==> src/rtl/systolic_feeder.sv <==
// Loads N A-words then N B-words, streams them diagonally skewed into the OR-AND array, drains, reads out.
// Outputs registered (+1 cycle); last B transfer to done = 4N+1 cycles; in_ready only while loading, holds source otherwise.
module systolic_feeder #(
  parameter int N = 8
) (
  input  logic         clk,
  input  logic         rst_n,
  input  logic [N-1:0] in_data,
  input  logic         in_valid,
  output logic         in_ready,
  input  logic         abort,
  output logic [N-1:0] sa_in1,
  output logic [N-1:0] sa_in2,
  output logic         sa_clear,
  output logic         sa_readout,
  output logic         busy,
  output logic         done
);

  localparam int CW = $clog2(2 * N);
  localparam int DW = CW + 1;
  localparam int IW = (N > 1) ? $clog2(N) : 1;

  localparam logic [2:0] S_LOAD_A = 3'd0;
  localparam logic [2:0] S_LOAD_B = 3'd1;
  localparam logic [2:0] S_CLEAR  = 3'd2;
  localparam logic [2:0] S_STREAM = 3'd3;
  localparam logic [2:0] S_DRAIN  = 3'd4;
  localparam logic [2:0] S_READ   = 3'd5;
  localparam logic [2:0] S_DONE   = 3'd6;

  logic [2:0]    state, state_d;
  logic [CW-1:0] cnt, cnt_d;
  logic [N-1:0]  a_buf [N];
  logic [N-1:0]  b_buf [N];
  logic [N-1:0]  skew1, skew2, in1_d, in2_d;
  logic          clear_d, readout_d, busy_d, done_d, wr_a, wr_b, xfer;

  assign in_ready = (state == S_LOAD_A) || (state == S_LOAD_B);
  assign xfer     = in_valid && in_ready;

  // Lane j at step t carries bit j of word t-j; out-of-range diagonals feed zero.
  always_comb begin
    logic signed [CW:0] diff;
    diff  = '0;
    skew1 = '0;
    skew2 = '0;
    for (int j = 0; j < N; j++) begin
      diff = $signed({1'b0, cnt}) - $signed(DW'(j));
      if (!diff[CW] && (diff < $signed(DW'(N)))) begin
        skew1[j] = a_buf[diff[IW-1:0]][j];
        skew2[j] = b_buf[diff[IW-1:0]][j];
      end
    end
  end

  always_comb begin
    state_d   = state;
    cnt_d     = cnt;
    in1_d     = '0;
    in2_d     = '0;
    clear_d   = 1'b0;
    readout_d = 1'b0;
    busy_d    = 1'b0;
    done_d    = 1'b0;
    wr_a      = 1'b0;
    wr_b      = 1'b0;
    case (state)
      S_LOAD_A: if (xfer) begin
        wr_a = 1'b1;
        if (cnt == CW'(N - 1)) begin
          state_d = S_LOAD_B;
          cnt_d   = '0;
        end else cnt_d = cnt + CW'(1);
      end
      S_LOAD_B: if (xfer) begin
        wr_b = 1'b1;
        if (cnt == CW'(N - 1)) begin
          state_d = S_CLEAR;
          cnt_d   = '0;
        end else cnt_d = cnt + CW'(1);
      end
      S_CLEAR: begin
        clear_d = 1'b1;
        busy_d  = 1'b1;
        state_d = S_STREAM;
        cnt_d   = '0;
      end
      S_STREAM: begin
        busy_d = 1'b1;
        in1_d  = skew1;
        in2_d  = skew2;
        if (cnt == CW'(2 * N - 2)) begin
          state_d = S_DRAIN;
          cnt_d   = '0;
        end else cnt_d = cnt + CW'(1);
      end
      S_DRAIN: begin
        busy_d = 1'b1;
        if (cnt == CW'(N - 1)) begin
          state_d = S_READ;
          cnt_d   = '0;
        end else cnt_d = cnt + CW'(1);
      end
      S_READ: begin
        busy_d    = 1'b1;
        readout_d = 1'b1;
        if (cnt == CW'(N - 1)) begin
          state_d = S_DONE;
          cnt_d   = '0;
        end else cnt_d = cnt + CW'(1);
      end
      S_DONE: begin
        busy_d  = 1'b1;
        done_d  = 1'b1;
        state_d = S_LOAD_A;
        cnt_d   = '0;
      end
      default: begin
        state_d = S_LOAD_A;
        cnt_d   = '0;
      end
    endcase
    // Abort overrides everything, including a pending done; the array gets a clear pulse.
    if (abort) begin
      state_d   = S_LOAD_A;
      cnt_d     = '0;
      in1_d     = '0;
      in2_d     = '0;
      clear_d   = 1'b1;
      readout_d = 1'b0;
      busy_d    = 1'b0;
      done_d    = 1'b0;
      wr_a      = 1'b0;
      wr_b      = 1'b0;
    end
  end

  always_ff @(posedge clk or negedge rst_n) begin
    if (!rst_n) begin
      state      <= S_LOAD_A;
      cnt        <= '0;
      sa_in1     <= '0;
      sa_in2     <= '0;
      sa_clear   <= 1'b0;
      sa_readout <= 1'b0;
      busy       <= 1'b0;
      done       <= 1'b0;
      for (int k = 0; k < N; k++) begin
        a_buf[k] <= '0;
        b_buf[k] <= '0;
      end
    end else begin
      state      <= state_d;
      cnt        <= cnt_d;
      sa_in1     <= in1_d;
      sa_in2     <= in2_d;
      sa_clear   <= clear_d;
      sa_readout <= readout_d;
      busy       <= busy_d;
      done       <= done_d;
      if (wr_a) a_buf[cnt[IW-1:0]] <= in_data;
      if (wr_b) b_buf[cnt[IW-1:0]] <= in_data;
    end
  end

endmodule
==> config.mk <==
export PLATFORM = sky130hd
export DESIGN_NAME = systolic_feeder
export DESIGN_NICKNAME = d
export VERILOG_FILES = /design/src/rtl/systolic_feeder.sv
export SDC_FILE = /design/constraint.sdc
export NUM_CORES = 1
export LEC_CHECK = 0
export CORE_ASPECT_RATIO = 0.6
export CORE_MARGIN = 3
export CORE_UTILIZATION = 45
export DETAILED_ROUTE_END_ITERATION = 12
export HOLD_SLACK_MARGIN = 0.03
export PLACE_DENSITY_LB_ADDON = 0.3
export SYNTH_ARGS = -nofsm -noshare
export SYNTH_HDL_FRONTEND = slang
export SYNTH_SLANG_ARGS = --single-unit
==> constraint.sdc <==
create_clock -name clk -period 9 [get_ports clk]
set_clock_uncertainty 0.05 [all_clocks]
set_input_delay 1.8 -clock clk [delete_from_list [all_inputs] [get_ports clk]]
set_output_delay 1.8 -clock clk [all_outputs]
set_load 0.05 [all_outputs]
==> results.py <==
metrics = {
    "grt": {
        "grt_overflow": 0,
        "grt_pass1_wl_mm": 26.5,
        "globalRouteTotalUtil_pct": 19.8,
        "antenna_found_initial": 0,
        "grt_max_degree": 105,
        "grt_pass1_vias": 4444,
    },
    "clocking": {
        "cts.sinks": 155,
        "clock_path_buffers": 2,
        "ctsHoldBuffers": 0,
        "cts_tree": "yes",
        "post_cts_buffers": 0,
        "clk_pin_slew_ns": 0.06,
        "worstSkewPairLatency_ns": 0.43,
        "h-tree-depth": 4,
        "cts-root-buf": "clkbuf_16",
        "cts_resized": 0,
        "cts_made_buffers": 17,
    },
    "setup_path": {
        "cp_max_fo": 10,
        "critPathArrivalTime_ns": 4.61,
        "slowest_stage": "or4_1",
        "start_kind": "input port",
        "end_kind": "flop",
        "crit_chain": "clkdlybuf4s50_1 -> or2_1 -> or4_1 -> nor3b_4 -> mux2_2",
        "worstSetupPathType": "input port to flop",
        "crit_required_ns": 9.25,
        "max_stage_delay_ns": 0.73,
    },
    "final_layout": {
        "syn2layout_area_growth_pct": 14.8,
        "drive_above_1_share_pct": 37.3,
        "fin_area_um2": 8190,
        "final_nets": 551,
        "antenna_cells": 0,
    },
    "floorplanning": {
        "fp.dieW_um": 169,
        "core.rowCount": 34,
        "dieArea_um2": 17500,
        "die_y_um": 104,
        "initial_utilization_pct": 47.7,
        "core_um2": 15000,
        "ios": 33,
    },
    "synthesis": {
        "synth_nets": 523,
        "yosysSeqAreaShare_pct": 54.4,
        "syn-cell-area_um2": 7140,
        "synth.distinct_cells": 44,
        "synth_mux_area_share_pct": 30.7,
        "synth_fa_ha_area_share_pct": 1.75,
        "synth_compound_area_share_pct": 3.88,
        "syn_inst": 501,
        "synth-simple-area-share_pct": 6.52,
        "synthXorXnorAreaFrac_pct": 0.842,
        "avgSynthCellArea_um2": 14.2,
        "ys_warn_count": 0,
        "synth_seq_cells": 155,
        "synth_top_family_by_area": "multiplexers",
    },
    "power_and_ir_drop": {
        "peakVddDrop_mv": 0.140,
        "p_leak_nw": 3.74,
        "power_density_nw_per_um2": 277,
    },
    "detailed_routing": {
        "wl_mm": 16.4,
        "firstDrtPassIters": 7,
        "vias": 4310,
        "wl_per_cell_um": 22.2,
        "via_per_inst": 5.82,
        "drc_errors": 0,
        "detail_route.iter0.violations": 363,
        "ant_nets": 0,
    },
    "sta": {
        "fmax_mhz": 229,
        "rsz0062_at_grt": "false",
        "tns_ns": 0,
        "min_period_ns": 4.36,
        "relSlewSlack_pct": 36.9,
        "finalCritPeriodShare_pct": 48.4,
        "slew_violations": 0,
        "hold_viol": 0,
        "worst_pin_slew_ns": 0.946,
        "setup_violations": 0,
    },
    "run": {
        "max-cap-violations": 0,
    },
    "outcome": {
        "status": "complete, no violations",
    },
    "min_path": {
        "hold_path.class": "flop to flop",
    },
    "place": {
        "port-buffer-count": 32,
        "hpwl_mm": 11.0,
        "place_congestion": 0.859,
        "dpl-instance-area_um2": 7630,
    },
}
## kinds of logic after synthesis
family | Yosys count
AOI/OAI and AO/OA | 41
xor gates and xnor gates | 6
adders and majority gates | 10
buffers and inverters | 33
DFF | 155
muxes | 175
and+or+nand+nor | 81
## power breakdown
part / switching [mW] / internal, mW / total, mW
Clock: 0.309 / 0.374 / 0.683
Sequential: 0.0900 / 0.834 / 0.924
Combinational: 0.334 / 0.328 / 0.662
## layout make-up
type | count | area, um^2
sequential | 155 | 3880
clock inverter | 13 | 108
fill | 1224 | 6790
timing repair buffer | 36 | 352
multi-input combinational | 313 | 3130
inverter | 6 | 22.5
tap | 198 | 248
clock buffer | 19 | 453
## layer usage
| layer | track usage, % | routed length [um] | share of wire, % | vias up |
|---|---|---|---|---|
| met3 | 4.68 | 825 | 5.0 | 15 |
| met2 | 27.9 | 7120 | 43 | 120 |
| met5 | 0 | 0 | 0 | - |
| met4 | 4.20 | 126 | 0.77 | 0 |
| li1 | - | - | - | 1895 |
| met1 | 31.2 | 8350 | 51 | 2280 |
## cell usage after synthesis, drive strengths merged
library cell,count,share of area [%]
nor2,15,0.93
nor4,1,0.30
or2,1,0.088
o21ai,3,0.21
o211ai,1,0.11
xor2,1,0.12
mux4,22,6.9
and3,2,0.18
nand3,8,0.56
a21oi,15,1.1
a2bb2oi,1,0.12
nand4b,1,0.12
nor3,9,0.63
o21bai,2,0.21
o32ai,3,0.37
nand2b,2,0.18
nand4bb,1,0.16
o2bb2ai,3,0.37
inv,6,0.32
or4,1,0.11
a211oi,3,0.32
clkbuf,18,0.95
dfrtp,155,54
o22ai,1,0.088
buf,9,0.67
mux2i,21,2.9
nor3b,5,1.2
a211o,1,0.12
a31oi,2,0.18
ha,10,1.8
mux2,132,21
xnor2,5,0.72
nand2,27,1.4
nor2b,6,0.53
and2,2,0.18
a22o,4,0.49
a2111oi,2,0.25
## worst max-delay path: cells and delay by family
family	cells	cell delay, ns
multiplexers	1	0.41
AND/OR/NAND/NOR	3	1.81
buffers and inverters	1	0.57
## layout by cell type, fill, tap and decap left out, types with 4 or more instances in the layout
master and instances:
dfrtp_1 154, mux2_2 130, clkdlybuf4s50_1 31, nand2_1 27, mux4_2 22, mux2i_1 21, clkbuf_16 17, a21oi_1 15
nor2_1 11, ha_1 10, nor3_1 9, nand3_1 8, nor2b_1 6, inv_1 5, a22o_1 4, nor3b_4 4
nor2_2 4, buf_4 4
## per-stage QoR
stage | hold WS (ns) | utilization, % | total power [mW] | std cells | setup WS (ns)
final | 0.438 | 54.7 | 2.27 | 740 | 4.64
after global routing | 0.449 | 54.7 | 2.38 | 740 | 4.57
after CTS | 0.441 | 54.7 | 2.28 | 740 | 4.69
after detailed placement | 0.426 | 50.9 | 1.59 | 708 | 4.26
after global placement | 0.418 | 50.9 | 1.57 | 708 | 4.34
after floorplan | 0.403 | - | 1.41 | 501 | 5.25
## sequential cells by signal (all words and copies together) (netlist names)
signal      cells
sa_in1          8
sa_in2          8
sa_clear        1
cnt             4
b_buf          64
busy            1
a_buf          64
done            1
sa_readout      1
state           3
## path summary, 6_finish.rpt
| check | startpoint | to | slack (ns) | cells after the start |
|---|---|---|---|---|
| max in group asynchronous | rst_n | a_buf[57]$_DFFE_PN0P_ | 6.18 | 2 |
| min in group asynchronous | rst_n | b_buf[60]$_DFFE_PN0P_ | 1.43 | 1 |
| max | abort | a_buf[63]$_DFFE_PN0P_ | 4.64 | 5 |
| min reg2reg | a_buf[58]$_DFFE_PN0P_ | a_buf[58]$_DFFE_PN0P_ | 0.44 | 1 |
| min | a_buf[58]$_DFFE_PN0P_ | a_buf[58]$_DFFE_PN0P_ | 0.44 | 1 |
| max reg2reg | state[1]$_DFFE_PN0P_ | a_buf[63]$_DFFE_PN0P_ | 6.15 | 4 |
Note: power is estimated with default switching activity, not from simulation.
